==> config.mk <==
export PLATFORM = sky130hd
export DESIGN_NAME = press_classifier
export DESIGN_NICKNAME = d
export VERILOG_FILES = /design/src/rtl/press_pkg.sv /design/src/rtl/press_tick_counter.sv /design/src/rtl/press_classifier.sv
export SDC_FILE = /design/constraint.sdc
export NUM_CORES = 1
export LEC_CHECK = 0
export CAP_MARGIN = 5
export CORE_AREA = 2 2 45 47
export DETAILED_ROUTE_END_ITERATION = 10
export DIE_AREA = 0 0 47 49
export DONT_BUFFER_PORTS = 1
export HOLD_SLACK_MARGIN = 0.15
export PLACE_DENSITY = 0.84
export SLEW_MARGIN = 20
export SYNTH_ARGS = -nofsm -noshare
export SYNTH_HDL_FRONTEND = slang
export SYNTH_HIERARCHICAL = 1
export SYNTH_SLANG_ARGS = --single-unit
export TNS_END_PERCENT = 50
==> constraint.sdc <==
create_clock -name clk -period 3.15 [get_ports clk]
set_clock_uncertainty 0.1 [all_clocks]
set_input_delay 0.1575 -clock clk [delete_from_list [all_inputs] [get_ports clk]]
set_output_delay 0.1575 -clock clk [all_outputs]
set_load 0.005 [all_outputs]
==> src/rtl/press_pkg.sv <==
// Shared types and default thresholds for the press classifier.
// States GAP and SECOND are only used when PRESS_DOUBLE_EN is defined.
package press_pkg;

    typedef enum logic [2:0] {
        IDLE,
        PRESSED,
        LONG_HELD,
        GAP,
        SECOND
    } press_state_e;

    localparam int LONG_TICKS_DEF   = 500;
    localparam int DOUBLE_TICKS_DEF = 250;
    localparam int CNT_W_DEF        = 10;

endpackage

==> src/rtl/press_tick_counter.sv <==
// Tick counter: clears on state entry, counts timebase ticks, flags the tick reaching limit.
// Latency: hit is combinational from the current count and tick; count updates on the next edge.
// Backpressure: none; the counter saturates instead of wrapping.
module press_tick_counter #(
    parameter int CNT_W = 10
) (
    input  logic             clk,
    input  logic             reset,
    input  logic             clear,
    input  logic             tick,
    input  logic [CNT_W-1:0] limit,
    output logic             hit
);

    logic [CNT_W-1:0] cnt;
    logic [CNT_W-1:0] cnt_inc;

    assign cnt_inc = cnt + 1'b1;
    assign hit     = tick & (cnt_inc == limit);

    // Saturation keeps long holds from wrapping back onto a threshold.
    always_ff @(posedge clk or negedge reset) begin
        if (!reset) begin
            cnt <= '0;
        end else if (clear) begin
            cnt <= '0;
        end else if (tick && (cnt != '1)) begin
            cnt <= cnt_inc;
        end
    end

endmodule

==> src/rtl/press_classifier.sv <==
// Classifies a debounced button level into short/long/double press pulses; double detection under PRESS_DOUBLE_EN.
// Latency: event pulses are registered, high for the one cycle after the edge that sampled the condition.
// Backpressure: none; events are fire-and-forget pulses, hold and busy are levels.
module press_classifier
    import press_pkg::*;
#(
    parameter int LONG_TICKS   = LONG_TICKS_DEF,
    parameter int DOUBLE_TICKS = DOUBLE_TICKS_DEF,
    parameter int CNT_W        = CNT_W_DEF
) (
    input  logic clk,
    input  logic reset,
    input  logic btn_level,
    input  logic tick,
    output logic short_press,
    output logic long_press,
    output logic double_press,
    output logic hold,
    output logic busy
);

    localparam logic [CNT_W-1:0] LONG_LIM   = CNT_W'(LONG_TICKS);
    localparam logic [CNT_W-1:0] DOUBLE_LIM = CNT_W'(DOUBLE_TICKS);

    press_state_e     state;
    press_state_e     state_nx;
    logic             btn_q;
    logic             rise;
    logic             fall;
    logic             hit;
    logic             clear;
    logic [CNT_W-1:0] limit;
    logic             short_nx;
    logic             long_nx;
`ifdef PRESS_DOUBLE_EN
    logic             double_nx;
`endif

    assign rise  = btn_level & ~btn_q;
    assign fall  = ~btn_level & btn_q;
    assign clear = (state_nx != state);
    assign limit = (state == PRESSED) ? LONG_LIM : DOUBLE_LIM;
    assign hold  = (state == LONG_HELD);
    assign busy  = (state != IDLE);

    press_tick_counter #(
        .CNT_W (CNT_W)
    ) u_cnt (
        .clk   (clk),
        .reset (reset),
        .clear (clear),
        .tick  (tick),
        .limit (limit),
        .hit   (hit)
    );

    always_comb begin
        state_nx = state;
        short_nx = 1'b0;
        long_nx  = 1'b0;
`ifdef PRESS_DOUBLE_EN
        double_nx = 1'b0;
`endif
        case (state)
            IDLE: begin
                if (rise) state_nx = PRESSED;
            end
            PRESSED: begin
                // A release on the threshold tick still counts as a short press.
                if (fall) begin
`ifdef PRESS_DOUBLE_EN
                    state_nx = GAP;
`else
                    state_nx = IDLE;
                    short_nx = 1'b1;
`endif
                end else if (hit) begin
                    state_nx = LONG_HELD;
                    long_nx  = 1'b1;
                end
            end
            LONG_HELD: begin
                if (fall) state_nx = IDLE;
            end
`ifdef PRESS_DOUBLE_EN
            GAP: begin
                if (rise) begin
                    state_nx = SECOND;
                end else if (hit) begin
                    state_nx = IDLE;
                    short_nx = 1'b1;
                end
            end
            SECOND: begin
                if (fall) begin
                    state_nx  = IDLE;
                    double_nx = 1'b1;
                end
            end
`endif
            default: state_nx = IDLE;
        endcase
    end

    always_ff @(posedge clk or negedge reset) begin
        if (!reset) begin
            state       <= IDLE;
            btn_q       <= 1'b0;
            short_press <= 1'b0;
            long_press  <= 1'b0;
        end else begin
            state       <= state_nx;
            btn_q       <= btn_level;
            short_press <= short_nx;
            long_press  <= long_nx;
        end
    end

`ifdef PRESS_DOUBLE_EN
    always_ff @(posedge clk or negedge reset) begin
        if (!reset) begin
            double_press <= 1'b0;
        end else begin
            double_press <= double_nx;
        end
    end
`else
    assign double_press = 1'b0;
`endif

endmodule
; ---- Yosys cells after proc, flatten, opt, wreduce, memory -nomap -nowiden
; Index checks and enable logic that the tools add are counted.
[op_classes]
eq_ne = 5
n_reduce_logical = 4
bitwise = 5
add_sub_neg = 1
mux = 13
[ops]
columns = operator, count
row1 = two-way mux 10 bit, 2
row2 = two-way mux 3 bit, 4
row3 = adder 10 x 1 -> 10 bit (second input constant), 1
row4 = equality test 10 x 9 -> 1 bit, 1
row5 = inequality test 10 bit (second input constant), 1
row6 = two-way mux 9 bit, 1
row7 = one-hot mux 3 bit (3 select lines), 1
row8 = two-way mux 1 bit, 5
row9 = AND 1 bit, 3
row10 = equality test 3 x 1 -> 1 bit (second input constant), 1
row11 = equality test 3 x 2 -> 1 bit (second input constant), 1
row12 = zero test 3 bit, 1
row13 = inequality test 3 bit, 1
row14 = nonzero test 3 bit, 1
row15 = NOT 1 bit, 2
row16 = nonzero test 2 bit, 1
row17 = logical AND 1 bit, 1
[totals]
register_bits = 16
out_inout_bits = 5
word_cells = 33

; ---- Logic depth before layout (Yosys ltp)
[logic_depth]
ltp_word = 9
ltp_mapped = 12
mapped_depth_nobuf = 10

; ---- Hierarchy
; The synthesis kept the hierarchy.
[by_module_without_submodules]
columns = mod, cells_per_inst, instances, area_per_inst_um2
row1 = press_tick_counter, 83, 1, 735.7
row2 = press_classifier, 30, 1, 304.0

; ---- Worst setup path after synthesis
; OpenSTA, ideal clock, no wires.
[synth_timing]
kind = register -> register
from = register state[1]
to = register u_cnt.cnt[8]
n_path_buf = 1
t_required_ps = 2915
stages_incl_launch_ff = 11
arrival_time_ps = 2357
setup_ps = 135
synth_period_minus_slack_ps = 2593
slack_ps = 557
path_cell_list = dfrtp_1 > or3b_4 > inv_1 > xnor2_1 > xnor2_1 > or4_4 > a211oi_2 > o21ai_0 > nand3_1 > buf_1 > nor3b_1
[synth_via]
elab_chain_len = 9
[synth_lines]
columns = element, line_no
row1 = "start, declared", press_classifier.sv:25  ; press_state_e state;
row2 = "start signal, assigned", press_classifier.sv:112  ; state <= state_nx;
row3 = equality test 3 x 1 -> 1 bit *, press_classifier.sv:42  ; assign limit = (state == PRESSED) ? LONG_LIM : DOUBLE_LIM;
row4 = two-way mux 9 bit *, press_classifier.sv:42
row5 = via limit[1], press_classifier.sv:32  ; logic [CNT_W-1:0] limit;
row6 = equality test 10 x 9 -> 1 bit *, press_tick_counter.sv:19  ; assign hit = tick & (cnt_inc == limit);
row7 = AND 1 bit *, press_tick_counter.sv:19
row8 = via hit, press_classifier.sv:30  ; logic hit;
row9 = two-way mux 3 bit *, press_classifier.sv:77  ; end else if (hit) begin
row10 = two-way mux 3 bit *, press_classifier.sv:70  ; if (fall) begin
row11 = one-hot mux 3 bit (3 select lines) *, press_classifier.sv:64  ; case (state)
row12 = inequality test 3 bit *, press_classifier.sv:41  ; assign clear = (state_nx != state);
row13 = via clear, press_classifier.sv:31  ; logic clear;
row14 = two-way mux 10 bit / nonzero test 2 bit (equally long branches), n/a
row15 = "end signal, assigned", press_tick_counter.sv:28  ; cnt <= cnt_inc;
row16 = "end, declared", press_tick_counter.sv:15  ; logic [CNT_W-1:0] cnt;
; Mark *: on every way through the listed nets, which the timed path passes. The rest lies on a longest branch.
; A chain may end at the register's enable or synchronous reset.

; ---- Final worst setup path
[layout_timing]
from = register state[0]
to = register u_cnt.cnt[8]
; Same word-level chain as after synthesis.

==> results by group <==
Status
  • Status: finished, final reports clean

Clock tree
  • Worst-Skew Late Latency: 0.29 ns
  • Post-CTS sizing: 0
  • H-tree Lvls: 1
  • Worst-path clk slew: 0.09 ns
  • Num CTS Buffers: 3
  • Number of clock sinks: 16
  • Max Buffers Root-to-Sink: 2
  • CTS tree: yes
  • Root buf cell: clkbuf_4

Finish
  • Most common cell after layout, fill and taps aside: dfrtp_1
  • Ant diodes: 0
  • Share of post-route cells with drive strength above 1: 0.112
  • Nets: around 130
  • Post-route insts no fill: 152
  • Fin util: 0.624
  • Area Growth Syn to Fin: 10.6%
  • Most frequent cells in the layout: dfrtp_1, xnor2_1, nor2_1, conb_1, o21ai_0
  • Final Instance Area: 1150 um^2

Logic synthesis
  • Seq/Total Area, Yosys: 0.385
  • Top cell type's share of synthesized area: 0.385
  • Syn_area_per_cell: 9.20 um^2
  • Ranking of synthesized cells by area: dfrtp_1, xnor2_1, nor2_1
  • Synthesis-stage register bit count: 16
  • Post-synth top area cell: dfrtp_1
  • Synthesis Warnings: 6
  • Area of the mapped netlist: 1040 um^2
  • Gate Count Post-Synth: around 110
  • Netlist cell types: 37

Route
  • First-pass iteration count of the detailed router: 4
  • DR WL/cell: 12.9 um
  • Post-route DRC: 0
  • Initial DRC count: 26
  • Via Count: 813
  • Post-DRT Antenna Nets: 0
  • Drt via density: 5.35
  • Routed wire length: 1.96 mm

Pwr
  • Worst IR Drop VDD: 0.334 mV
  • Pwr per Cell Area: 342 nW/um^2
  • LEAKAGE: 0.446 nW

Worst setup path
  • Crit-path slowest cell: dfrtp_1
  • CP required: 3.25 ns
  • Crit path max-delay family: simple AND/OR/NAND/NOR gates
  • Crit path max fanout: 10
  • R2R cell count: 10
  • Levels on crit path: 10
  • CP endpoint kind: flip-flop
  • Max stage delay on crit path: 0.49 ns
  • Worst Path Arrival: 2.87 ns
  • Worst path bufs/invs: 1
  • Crit path launch type: flip-flop
  • Critical path, cell by cell: or3b_4 > inv_1 > xnor2_1 > xnor2_1 > nor3b_1 > a31oi_1 > a211oi_2 > o21ai_0 > nand3_1 > nor3b_1
  • CP Class: flip-flop to flip-flop

STA
  • Post-layout min period: roughly 2.8 ns
  • Worst Tran Pin Value: 0.712 ns
  • Final hold violation count: 0
  • Final Max Slew Viols: 0
  • Final worst path period share: 0.880
  • Fmax: 361 MHz
  • Rel. slew slack: 0.524
  • Setup TNS Final: 0 ns
  • Setup-failing EPs final: 0
  • RSZ-0062 raised after global routing: false
  • Final hold slack: 0.196 ns

Global routing
  • Gr usage total: 0.209
  • Global-route wire length before repair: roughly 3.5 mm
  • Vias in the first global route: 778
  • Initial antenna violation count: 0
  • GR Overflow Total: 0
  • Largest net degree at the start of global routing: 17

Place
  • Placed insts: 145
  • DP Area: 1080 um^2
  • IO buf count: 0
  • Final Wtd Congestion: 0.808
  • Detailed Place HPWL: 1.45 mm

Hold path
  • Hold Crit Class: input pin to flip-flop
  • Worst hold path cell count: 4

Floorplan
  • Rows: 16
  • Die X: 47 um
  • Initial cell density of the core: 0.565
  • Vert. Die Dim: 49 um
  • Core Area: 1840 um^2
  • Ports: 9
  • Die area: 2300 um^2

Flow run
  • Number of max-cap violations: 0
==> stage by stage <==
step	setup slack (ns)	power, mW
after CTS	0.380	0.399
after global routing	0.151	0.414
final	0.378	0.393
after floorplan	0.557	0.253
after detailed placement	0.394	0.257
after global placement	0.496	0.255
==> power breakdown <==
group	switching, mW	internal (mW)	total (mW)	leakage [nW]
sequential	0.00646	0.209	0.216	0.217
clock	0.0623	0.0705	0.133	0.0210
combinational	0.0253	0.0196	0.0448	0.207
total	0.0941	0.299	0.393	0.446
==> worst min-delay path, stage by stage <==
cell     delay [ns]
o31ai_1        0.05
buf_4          0.17
xor2_1         0.08
nor2_1         0.09
==> final timing paths <==
kind                          start      endpoint  slack [ns]
setup / recovery           state[0]  u_cnt/cnt[8]        0.38
hold / removal                 tick  u_cnt/cnt[0]        0.20
setup reg to reg           state[0]  u_cnt/cnt[8]        0.38
hold reg to reg            state[2]      state[1]        0.44
max in group asynchronous     reset  u_cnt/cnt[8]        2.24
min in group asynchronous     reset         btn_q        0.26
==> layout make-up <==
type | count | area, um^2
fillers | 164 | 692
inverters | 5 | 18.8
repair buffers | 4 | 37.5
clock buffers | 4 | 36.3
multi-input cells | 96 | 623
flip-flops and latches | 16 | 400
well taps | 27 | 33.8
==> timing repair <==
item,in CTS,in global routing
hold buffers,3,0
setup endpoints to repair,0,0
endpoints found under the hold margin,22,0
setup buffers,0,0
==> cell families after synthesis <==
logic type / after synthesis / share of synthesized area
muxes: 2 / 0.0193
AOI/OAI and AO/OA: 15 / 0.0866
DFF: 16 / 0.385
buffers and inverters: 9 / 0.0445
and+or+nand+nor: 48 / 0.277
xor gates and xnor gates: 20 / 0.168
other: 2 / 0.00722
adders and majority gates: 1 / 0.0120
==> registers in the layout (all words and copies together), names as in the netlist <==
| name | cells |
|---|---|
| u_cnt/cnt | 10 |
| state | 3 |
| short_press | 1 |
| btn_q | 1 |
| long_press | 1 |
==> cell usage after synthesis (all sizes together) <==
cell,n
or3b,1
and3,1
dfrtp,16
nor4b,2
xor2,5
conb,2
inv,5
nor4,1
mux2i,2
and4,1
xnor2,15
nor3,3
or2,1
or3,5
nand2,4
a21oi,4
nand3,5
a31oi,2
buf,4
nor2b,1
nand2b,2
o31ai,1
nor2,12
or4,1
nand4,3
a211oi,2
o21ai,6
nand3b,1
ha,1
nor3b,4
==> per-layer routing <==
layer | global-route usage | vias to the layer above | part of all wire
li1 | - | 409 | -
met1 | 0.300 | 392 | 0.45
met2 | 0.301 | 8 | 0.52
met3 | 0.0444 | 4 | 0.019
met4 | 0.0833 | 0 | 0.015
met5 | 0 | - | 0
Power figures use the tool's default switching activity.
